`src/rtl/alu_issuer.sv`:
```
// alu_issuer: single-outstanding command issuer for an external combinational ALU.
// Operands are held stable for SETTLE_CYCLES, then the result is captured and handed back.
`timescale 1ns/1ps
module alu_issuer #(
   parameter int unsigned SETTLE_CYCLES = 1
) (
   input  logic       clk,
   input  logic       rst_n,
   input  logic       cmd_valid,
   output logic       cmd_ready,
   input  logic [3:0] cmd_op,
   input  logic [7:0] cmd_a,
   input  logic [7:0] cmd_b,
   input  logic       cmd_use_acc,
   output logic [7:0] alu_a,
   output logic [7:0] alu_b,
   output logic [3:0] alu_opcode,
   input  logic [7:0] alu_y,
   input  logic       alu_carry,
   output logic       rsp_valid,
   input  logic       rsp_ready,
   output logic [7:0] rsp_y,
   output logic       rsp_carry,
   output logic [7:0] acc,
   output logic [7:0] op_count
);

   typedef enum logic [1:0] {
      IDLE  = 2'd0,
      DRIVE = 2'd1,
      RESP  = 2'd2
   } state_t;

   localparam logic [3:0] SETTLE_INIT = 4'(SETTLE_CYCLES);

   state_t     r_state;
   logic       r_cmd_ready;
   logic       r_rsp_valid;
   logic [7:0] r_alu_a;
   logic [7:0] r_alu_b;
   logic [3:0] r_alu_opcode;
   logic [7:0] r_rsp_y;
   logic       r_rsp_carry;
   logic [7:0] r_acc;
   logic [7:0] r_op_count;
   logic [3:0] r_settle_cnt;

   logic       w_accept;
   logic       w_capture;

   // cmd_ready is a registered copy of (state == IDLE), so acceptance never depends combinationally on cmd_valid
   assign w_accept  = cmd_valid & r_cmd_ready;
   assign w_capture = (r_state == DRIVE) && (r_settle_cnt == 4'd1);

   // Issue, settle and respond sequencing; every output comes straight from a register
   always_ff @(posedge clk or negedge rst_n) begin
      if (!rst_n) begin
         r_state      <= IDLE;
         r_cmd_ready  <= 1'b1;
         r_rsp_valid  <= 1'b0;
         r_alu_a      <= 8'd0;
         r_alu_b      <= 8'd0;
         r_alu_opcode <= 4'd0;
         r_rsp_y      <= 8'd0;
         r_rsp_carry  <= 1'b0;
         r_acc        <= 8'd0;
         r_op_count   <= 8'd0;
         r_settle_cnt <= 4'd0;
      end else begin
         case (r_state)
            IDLE: begin
               if (w_accept) begin
                  r_alu_opcode <= cmd_op;
                  r_alu_b      <= cmd_b;
                  r_alu_a      <= cmd_use_acc ? r_acc : cmd_a;
                  r_settle_cnt <= SETTLE_INIT;
                  r_cmd_ready  <= 1'b0;
                  r_state      <= DRIVE;
               end
            end
            DRIVE: begin
               r_settle_cnt <= r_settle_cnt - 4'd1;
               if (w_capture) begin
                  r_rsp_y     <= alu_y;
                  r_rsp_carry <= alu_carry;
                  r_acc       <= alu_y;
                  r_op_count  <= r_op_count + 8'd1;
                  r_rsp_valid <= 1'b1;
                  r_state     <= RESP;
               end
            end
            RESP: begin
               if (rsp_ready) begin
                  r_rsp_valid <= 1'b0;
                  r_cmd_ready <= 1'b1;
                  r_state     <= IDLE;
               end
            end
            default: begin
               r_state      <= IDLE;
               r_cmd_ready  <= 1'b1;
               r_rsp_valid  <= 1'b0;
               r_settle_cnt <= 4'd0;
            end
         endcase
      end
   end

   assign cmd_ready  = r_cmd_ready;
   assign rsp_valid  = r_rsp_valid;
   assign alu_a      = r_alu_a;
   assign alu_b      = r_alu_b;
   assign alu_opcode = r_alu_opcode;
   assign rsp_y      = r_rsp_y;
   assign rsp_carry  = r_rsp_carry;
   assign acc        = r_acc;
   assign op_count   = r_op_count;

endmodule

```
`config.mk`:
```
export PLATFORM = sky130hd
export DESIGN_NAME = alu_issuer
export DESIGN_NICKNAME = d
export VERILOG_FILES = /design/src/rtl/alu_issuer.sv
export SDC_FILE = /design/constraint.sdc
export NUM_CORES = 1
export LEC_CHECK = 0
export ABC_AREA = 0
export CAP_MARGIN = 5
export CORE_ASPECT_RATIO = 1.4
export CORE_MARGIN = 3
export CORE_UTILIZATION = 40
export DETAILED_ROUTE_END_ITERATION = 6
export PLACE_DENSITY_LB_ADDON = 0.1
export SYNTH_ARGS = -nofsm -noshare
export SYNTH_HDL_FRONTEND = slang
export SYNTH_SLANG_ARGS = --single-unit
```
`constraint.sdc`:
```
create_clock -name clk -period 2 [get_ports clk]
set_input_delay 0.4 -clock clk [delete_from_list [all_inputs] [get_ports clk]]
set_output_delay 0.4 -clock clk [all_outputs]
set_load 0.01 [all_outputs]
```
==> impl_results.md <==
* Via count at 1449
* Die W at 65.3 µm
* Clk buf depth at 2
* Root buf cell: clkbuf_8
* Post-DRT Antenna Nets at 0
* Tmin final at 1810 ps
* Max cap viols at 0
* Yosys top cell by area: dfrtp_1
* Fin crit share at 90.7%
* Reg2reg end: op_count[7]
* Tot GR Track Use at 16.0%
* Post-Route WL at 4.44 mm
* Post-Layout Cell Count at 295
* Post-synthesis area per instance at 12.6 µm²
* R2r setup slk at 280 ps
* # diodes at 0
* CTS buffer count at 5
* Clock skew at 11.0 ps
* Run status: finished, final reports clean
* Core Region at 4640 µm²
* Tightest Hold Check Type: input pin to async pin
* Critical path buffers and inverters at 1
* Worst Setup EP: cmd_ready
* Area contributors post-synth: dfrtp_1 56%, mux2_2 13%, mux2i_1 4.1%
* Mapped Area at 1970 µm²
* Top Ports at 81
* Hold WS at 73.6 ps
* Post-cts repair resize count at 0
* FF-to-FF path depth at 5
* Most instantiated cells after synthesis: 44 x dfrtp_1, 22 x mux2_2, 10 x a21oi_1, 10 x nor2_1, 9 x nand2_1
* First-pass GRT wire length at 7.09 mm
* Gate Count Post-Synth at 156
* Cell depth of the worst setup path at 1
* Final Net Count at 269
* Final WS setup at 185 ps
* Area growth from synthesis to layout at 46.5%
* # DRC at 0
* Family with the most delay on the worst path: flip-flops
* Predominant post-synthesis flop cell: dfrtp_1
* TNS Setup at 0 ps
* Final GP Congestion at 0.741
* Largest net degree at the start of global routing at 46
* Peak VDD IR at 0.000684 V
* Static leakage at 0.00129 µW
* Slowest CP cell: dfstp_2
* Worst Path Required at 1600 ps
* FF/Latch Area at 1130 µm²
* HPWL Detailed at 3.41 mm
* Drt initial violations at 47
* CTS H-tree lvls at 2
* Clock Pin Slew Worst Setup and Hold Paths at 80 ps
* Worst-path cell chain: clkdlybuf4s50_1
* Post-synth top area share at 55.8%
* Port Buf Inserts at 80
* Antenna violations before repair at 0
* Via density per instance at 4.91
* Critical Path Source Type: flip-flop
* Worst r2r src: r_settle_cnt[1]
* Sequential fraction of the synthesis area at 57.2%
* Number of synthesized flops with an enable pin at 0
* Post-layout util at 62.2%
* Layout cells sized above 1 at 17.6%
* Row count at 29
* Congestion Overflow GR at 0
* CP peak stage delay at 580 ps
* Post-synthesis register bit count at 45
* Setup bufs post-CTS at 0
* Clk Latency, worst-skew pair at 290 ps
* CTS tree: yes
* Worst Path Arrival at 1410 ps
* Power density cells at 1270 nW/µm²
* Max FO, Critical Path at 6
* Peak Freq at 551 MHz
* Dpl cells at 287
* Worst slew margin at 68.3%
* Setup CP Type: flip-flop to output port
* Post-CTS Hold Fix Bufs at 0
* Post-Synthesis Net Count at 193
* Critical Path Source: cmd_ready
* # fillers at 422
* Final Slew Violations at 0
* Die area at 5820 µm²
* Setup violators final at 0
* Synth cell types at 32
* TritonCTS Sinks at 45
* DR pass1 iterations at 4
* RSZ-0062 raised after global routing: false
* DP Worst Slack at 44.9 ps
* Area of the multi-input gates at 733 µm²
* Least-Margin Pin Slew at 475 ps
* Die height at 89.1 µm
* Count leader, synth: dfrtp_1
* Yosys warning count at 0
* Ys async rst share at 100%
* Initial core utilization at 42.5%
* Worst Setup End Kind: output port
* Avg WL per Cell at 15.1 µm
* Final hold vios at 0
* Vias in the first global route at 1565
cell type report:
| type | count | share of cell area [%] |
|---|---|---|
| clock buffers | 7 | 3.33 |
| clock inverters | 1 | 0.173 |
| inverters | 3 | 0.390 |
| multi-input cells | 93 | 25.4 |
| flip-flops and latches | 45 | 39.0 |
| well taps | 62 | 2.69 |
| repair buffers | 84 | 29.0 |
per-layer routing:
layer / share of wire [%] / wire length [µm] / GRT usage, % / up-vias
li1: - / - / - / 675
met1: 37 / 1660 / 16.8 / 714
met2: 54 / 2410 / 29.1 / 53
met3: 7.0 / 310 / 6.29 / 7
met4: 1.5 / 68 / 5.09 / 0
met5: 0 / 0 / 0 / -
worst min-delay path by stage:
stage                      from         endpoint  slack, ps  cells past startpoint
after floorplan           rst_n           acc[0]        100                      0
after global placement    rst_n  r_settle_cnt[0]        390                      2
after detailed placement  rst_n      op_count[2]        400                      2
after CTS                 rst_n      op_count[5]         80                      2
after global routing      rst_n  r_settle_cnt[0]         70                      2
final                     rst_n  r_settle_cnt[0]         70                      2
power by group:
group / switching (µW) / leakage, µW / internal, µW
combinational: 585 / 0.000669 / 975
clock: 296 / 0.0000542 / 312
sequential: 264 / 0.000567 / 1250
registers in the layout, indices dropped and copies added, names as in the netlist:
| signal | flops |
|---|---|
| acc | 8 |
| cmd_ready | 1 |
| alu_opcode | 4 |
| alu_a | 8 |
| rsp_valid | 1 |
| rsp_carry | 1 |
| r_settle_cnt | 4 |
| op_count | 8 |
| r_state | 2 |
| alu_b | 8 |
stage by stage:
step           total power [µW]  area, µm²
2_1_floorplan              2240       1970
3_3_place_gp               3060       2790
3_5_place_dp               3100       2790
4_1_cts                    3730       2890
5_1_grt                    3910       2890
6_report                   3680       2890
kinds of logic after synthesis:
logic type / Yosys count / share of synthesized area (%)
buf+inv: 18 / 5.65
compound gates: 18 / 5.65
simple gates: 33 / 9.01
xor+xnor: 9 / 4.00
fa+ha+maj: 3 / 1.90
mux: 30 / 16.6
flops: 45 / 57.2
placed cells by master, fill, tap and decap left out:
cell type        count
a21oi_1             10
buf_2                1
nor3_1               4
a22o_1               1
ha_1                 3
nor3b_1              1
a31oi_1              1
nand3_1              1
and4bb_2             1
a22o_2               1
nand3b_1             1
o21ai_0              2
nor2_1              10
nand4_1              1
nor4_2               2
o22a_1               1
dfstp_2              1
mux2_2              22
dfrtp_1             44
inv_1                3
clkinv_2             1
xnor2_1              2
xor2_1               7
and2b_1              1
buf_12               1
o2bb2ai_1            1
or3b_1               1
mux2i_1              8
clkbuf_8             7
buf_4                3
or3_1                1
clkdlybuf4s50_1     79
a21o_2               1
nand2_1              9
(Power assumes the default switching activity.)
